### src/rtl/lcd_bus_ctrl.sv
// Parallel LCD panel bus controller: panel reset sequencing, then paced
// command/data writes and reads over a split bidirectional 16-bit bus.
module lcd_bus_ctrl #(
    parameter int unsigned T_WRL  = 2,
    parameter int unsigned T_WRH  = 2,
    parameter int unsigned T_RDL  = 5,
    parameter int unsigned T_RDH  = 3,
    parameter int unsigned T_RSTL = 16,
    parameter int unsigned T_RSTW = 64
) (
    input  logic        pclk,
    input  logic        prst,
    input  logic        req_valid,
    output logic        req_ready,
    input  logic        req_rs,
    input  logic        req_rd,
    input  logic [15:0] req_data,
    output logic        rsp_valid,
    output logic [15:0] rsp_data,
    input  logic        init_req,
    input  logic        bl_en,
    output logic        busy,
    output logic        blk,
    output logic        cs,
    output logic        rs,
    output logic        wr,
    output logic        rd,
    output logic        rst,
    output logic [15:0] data_out,
    output logic        data_oe,
    input  logic [15:0] data_in
);

    localparam logic [2:0] S_INIT_RST  = 3'd0;
    localparam logic [2:0] S_INIT_WAIT = 3'd1;
    localparam logic [2:0] S_IDLE      = 3'd2;
    localparam logic [2:0] S_WR_LO     = 3'd3;
    localparam logic [2:0] S_WR_HI     = 3'd4;
    localparam logic [2:0] S_RD_LO     = 3'd5;
    localparam logic [2:0] S_RD_HI     = 3'd6;

    localparam logic [15:0] WRL_LD  = 16'(T_WRL - 1);
    localparam logic [15:0] WRH_LD  = 16'(T_WRH - 1);
    localparam logic [15:0] RDL_LD  = 16'(T_RDL - 1);
    localparam logic [15:0] RDH_LD  = 16'(T_RDH - 1);
    localparam logic [15:0] RSTL_LD = 16'(T_RSTL - 1);
    localparam logic [15:0] RSTW_LD = 16'(T_RSTW - 1);

    logic [2:0]  state_q, state_d;
    logic [15:0] cnt_q, cnt_d;
    logic        accept;
    logic        capture;
    logic        cnt_done;

    assign cnt_done = (cnt_q == 16'd0);

    always_comb begin
        state_d = state_q;
        cnt_d   = cnt_q - 16'd1;
        accept  = 1'b0;
        capture = 1'b0;
        case (state_q)
            S_INIT_RST: begin
                if (cnt_done) begin
                    state_d = S_INIT_WAIT;
                    cnt_d   = RSTW_LD;
                end
            end
            S_INIT_WAIT: begin
                if (cnt_done) begin
                    state_d = S_IDLE;
                    cnt_d   = '0;
                end
            end
            S_IDLE: begin
                cnt_d = cnt_q;
                // Re-init wins over a simultaneous request, which stays pending.
                if (init_req) begin
                    state_d = S_INIT_RST;
                    cnt_d   = RSTL_LD;
                end else if (req_valid) begin
                    accept  = 1'b1;
                    state_d = req_rd ? S_RD_LO : S_WR_LO;
                    cnt_d   = req_rd ? RDL_LD : WRL_LD;
                end
            end
            S_WR_LO: begin
                if (cnt_done) begin
                    state_d = S_WR_HI;
                    cnt_d   = WRH_LD;
                end
            end
            S_WR_HI: begin
                if (cnt_done) begin
                    state_d = S_IDLE;
                    cnt_d   = '0;
                end
            end
            S_RD_LO: begin
                if (cnt_done) begin
                    state_d = S_RD_HI;
                    cnt_d   = RDH_LD;
                    capture = 1'b1;
                end
            end
            S_RD_HI: begin
                if (cnt_done) begin
                    state_d = S_IDLE;
                    cnt_d   = '0;
                end
            end
            default: begin
                state_d = S_INIT_RST;
                cnt_d   = RSTL_LD;
            end
        endcase
    end

    // Pin levels are decoded from the next state so every output is a flop.
    always_ff @(posedge pclk) begin
        if (prst) begin
            state_q   <= S_INIT_RST;
            cnt_q     <= RSTL_LD;
            req_ready <= 1'b0;
            busy      <= 1'b1;
            cs        <= 1'b1;
            wr        <= 1'b1;
            rd        <= 1'b1;
            rst       <= 1'b0;
            rs        <= 1'b0;
            blk       <= 1'b0;
            data_out  <= '0;
            data_oe   <= 1'b0;
            rsp_valid <= 1'b0;
            rsp_data  <= '0;
        end else begin
            state_q   <= state_d;
            cnt_q     <= cnt_d;
            req_ready <= (state_d == S_IDLE);
            busy      <= (state_d != S_IDLE);
            cs        <= !((state_d == S_WR_LO) || (state_d == S_WR_HI) ||
                           (state_d == S_RD_LO) || (state_d == S_RD_HI));
            wr        <= (state_d != S_WR_LO);
            rd        <= (state_d != S_RD_LO);
            rst       <= (state_d != S_INIT_RST);
            data_oe   <= (state_d == S_WR_LO) || (state_d == S_WR_HI);
            blk       <= bl_en;
            rsp_valid <= capture;
            if (capture) begin
                rsp_data <= data_in;
            end
            if (accept) begin
                rs <= req_rs;
                if (!req_rd) begin
                    data_out <= req_data;
                end
            end
        end
    end

endmodule

### config.mk
export PLATFORM = sky130hd
export DESIGN_NAME = lcd_bus_ctrl
export DESIGN_NICKNAME = d
export VERILOG_FILES = /design/src/rtl/lcd_bus_ctrl.sv
export SDC_FILE = /design/constraint.sdc
export NUM_CORES = 1
export LEC_CHECK = 0
export CELL_PAD_IN_SITES_DETAIL_PLACEMENT = 0
export CELL_PAD_IN_SITES_GLOBAL_PLACEMENT = 1
export CORE_MARGIN = 5
export CORE_UTILIZATION = 34
export DETAILED_ROUTE_END_ITERATION = 10
export PLACE_DENSITY_LB_ADDON = 0.15
export SYNTH_ARGS = -nofsm -noshare
export SYNTH_HDL_FRONTEND = slang
export SYNTH_SLANG_ARGS = --single-unit
### constraint.sdc
create_clock -name pclk -period 2.4 [get_ports pclk]
set_input_delay 0.36 -clock pclk [delete_from_list [all_inputs] [get_ports pclk]]
set_output_delay 0.36 -clock pclk [all_outputs]
set_load 0.01 [all_outputs]
==> reports/metrics.cfg <==
[pwr]
clkPwrFrac_pct = 41.6
pwr-share-seq_pct = 50.5
peakVddDrop_mv = 0.259
internal_power_w = 0.00156
pwr-share-comb_pct = 7.8
switchingPower_w = 0.000469
power_density_nw_per_um2 = 523
p_leak_nw = 1.36
switching_share_pct = 23.1

[sta]
fmax_mhz = 471
layout_setup_ws_ns = 0.277
rsz0062_at_grt = false
fin_tns_setup_ns = 0
final.setup_skew_ns = 0.00896
relSlewSlack_pct = 62.7
finalCritPeriodShare_pct = 88.5
finalCriticalPeriod_ns = 2.12
hold_violations = 0
setup_viol = 0
tightest_slew_ns = 0.560
slew_viol_final = 0

[synthesis]
yosys_warnings = 0
synthesis.area_um2 = 2780
synth_area_leader_cell = dfxtp_1
synth-seq-area-share_pct = 43.9
synth_flop_cell = dfxtp_1
syn-num-nets = 381
synth_top_area_share_pct = 43.9
synth_area_leaders = dfxtp_1 44%, nand2_1 11%, a21oi_1 8.6%, nor2_1 3.5%, buf_6 2.8%
syn_inst = 340
ys_ff_latch = 61
synth_async_sr_flop_share_pct = 0
syn_area_per_cell_um2 = 8.18
synth_cell_type_count = 56
synth_edf_count = 0

[placed_design]
pre_cts_ws_ns = 0.0984
numPortBuffers = 80
dpl_cell_area_um2 = 3700
dp_hpwl_mm = 5.50
place.gp.congestion = 0.797

[setup_path]
endpoint_kind = flip-flop
start_kind = flip-flop
crit_fanout = 10
critPathSlowestCell = or4b_1
critPathRequiredTime_ns = 2.66
crit_chain = inv_1 -> ha_1 -> nor4b_1 -> and4_1 -> buf_4 -> or4b_1 -> a31oi_1
critical-path-max-stage-delay_ns = 0.50
arrival_ns = 2.38
cp_top_family = simple AND/OR/NAND/NOR gates
crit_type = flip-flop to flip-flop
cp.buffers_inverters = 2

[finish]
design_area_um2 = 3880
final_common_cell = nand2_1
final_nets = 469
drive_gt1_share_pct = 11.6
area_growth_pct = 39.6
n_antenna_cell = 0
mostFrequentLayoutCells = 83 x nand2_1, 80 x clkdlybuf4s50_1, 61 x dfxtp_1, 48 x a21oi_1, 26 x nor2_1

[route]
drc_errors = 0
wirelength_mm = 7.62
vias = 2586
vias_per_cell = 4.82
dr.pass1.iters = 4
wl_per_cell_um = 14.2
ant_nets = 0
drtIter0Drc = 135

[flow_run]
drv_cap = 0

[clocking]
clk_latency_ns = 0.34
cts.sinks = 61
cts_tree = done
cts-root-buf = clkbuf_8
cts_setup_buffers = 0
clk_pin_slew_worst_paths_ns = 0.07
h-tree-depth = 3
cts_resized = 0
numCtsBuffers = 9
ctsHoldBuffers = 0
cts_buffer_depth = 2

[global_route]
antenna_found_initial = 0
grt_max_degree = 19
grt_pass1_vias = 2413
grt_pass1_wl_mm = 12.2
gr-total-overflow = 0
grt.total_usage_pct = 15.4

[floorplanning]
dieArea_um2 = 10100
start_util_pct = 34.4
fp-row-count = 33
num_io_pins = 81
die_w_um = 100
coreArea_um2 = 8090
die_h_um = 100

[outcome]
status = finished clean

[hold_path]
hold_class = flip-flop to flip-flop

cells in the mapped netlist, drive strengths merged (4+ instances only):
cell	n
nand2	83
dfxtp	61
a21oi	50
nor2	28
buf	13
clkbuf	9
inv	9
o21ai	9
nor3	8
xnor2	8
nand3	5
nor4	5
or2	4
or3	4
xor2	4
logic make-up (layout without fill, tap and decap cells):
family	Yosys count	in the layout	share of synthesized area (%)
xor+xnor	12	12	3.78
buf+inv	31	123	6.92
mux	2	2	0.719
fa+ha+maj	2	2	0.899
simple gates	152	152	26.0
compound gates	80	80	17.8
flops	61	61	43.9
state kept, by name (all words and copies together), names as in the netlist, 3 cells and up:
signal,flops
rsp_data,16
state_q,3
cnt_q,16
data_out,16
tightest hold or removal path: stages, from the launching register on:
cell	delay, ns
dfxtp_1	0.31
nand2_1	0.05
a21oi_1	0.05
power by group through the flow:
| stage | logic [W] | clock network, W | registers, W |
|---|---|---|---|
| 6_report | 0.000159 | 0.000845 | 0.00103 |
| 5_1_grt | 0.000173 | 0.000925 | 0.00103 |
| 4_1_cts | 0.000161 | 0.000881 | 0.00103 |
| 3_5_place_dp | 0.000159 | 0 | 0.00105 |
| 3_3_place_gp | 0.000159 | 0 | 0.00105 |
| 2_1_floorplan | 0.0000683 | 0 | 0.00105 |
path summary, 6_finish.rpt:
| path | startpoint | to | slack (ns) | cells past startpoint |
|---|---|---|---|---|
| min | rsp_data[0] | rsp_data[0] | 0.45 | 2 |
| min reg2reg | rsp_data[0] | rsp_data[0] | 0.45 | 2 |
| max | cnt_q[1] | cnt_q[5] | 0.28 | 7 |
| max reg2reg | cnt_q[1] | cnt_q[5] | 0.28 | 7 |
per-layer routing:
layer,track usage (%),vias up,part of all wire [%]
li1,-,1330,-
met5,0,-,0
met2,23.6,92,45
met4,5.91,0,1.3
met1,20.6,1156,46
met3,4.36,8,7.2
stage by stage:
stage	total power (W)	hold slack [ns]	utilization [%]	cells
after floorplan	0.00112	0.466	-	340
after global placement	0.00121	0.438	45.7	522
after detailed placement	0.00121	0.443	45.7	522
after CTS	0.00207	0.453	48.0	537
after global routing	0.00212	0.466	48.0	537
final	0.00203	0.450	48.0	537
final cells by class:
type	count	area, um2
inverters	9	33.8
repair buffers	99	943
multi-input cells	248	1370
fillers	840	4210
well taps	105	131
flip-flops and latches	61	1220
clock inverters	3	20.0
clock buffers	12	165
(Power assumes the default switching activity.)
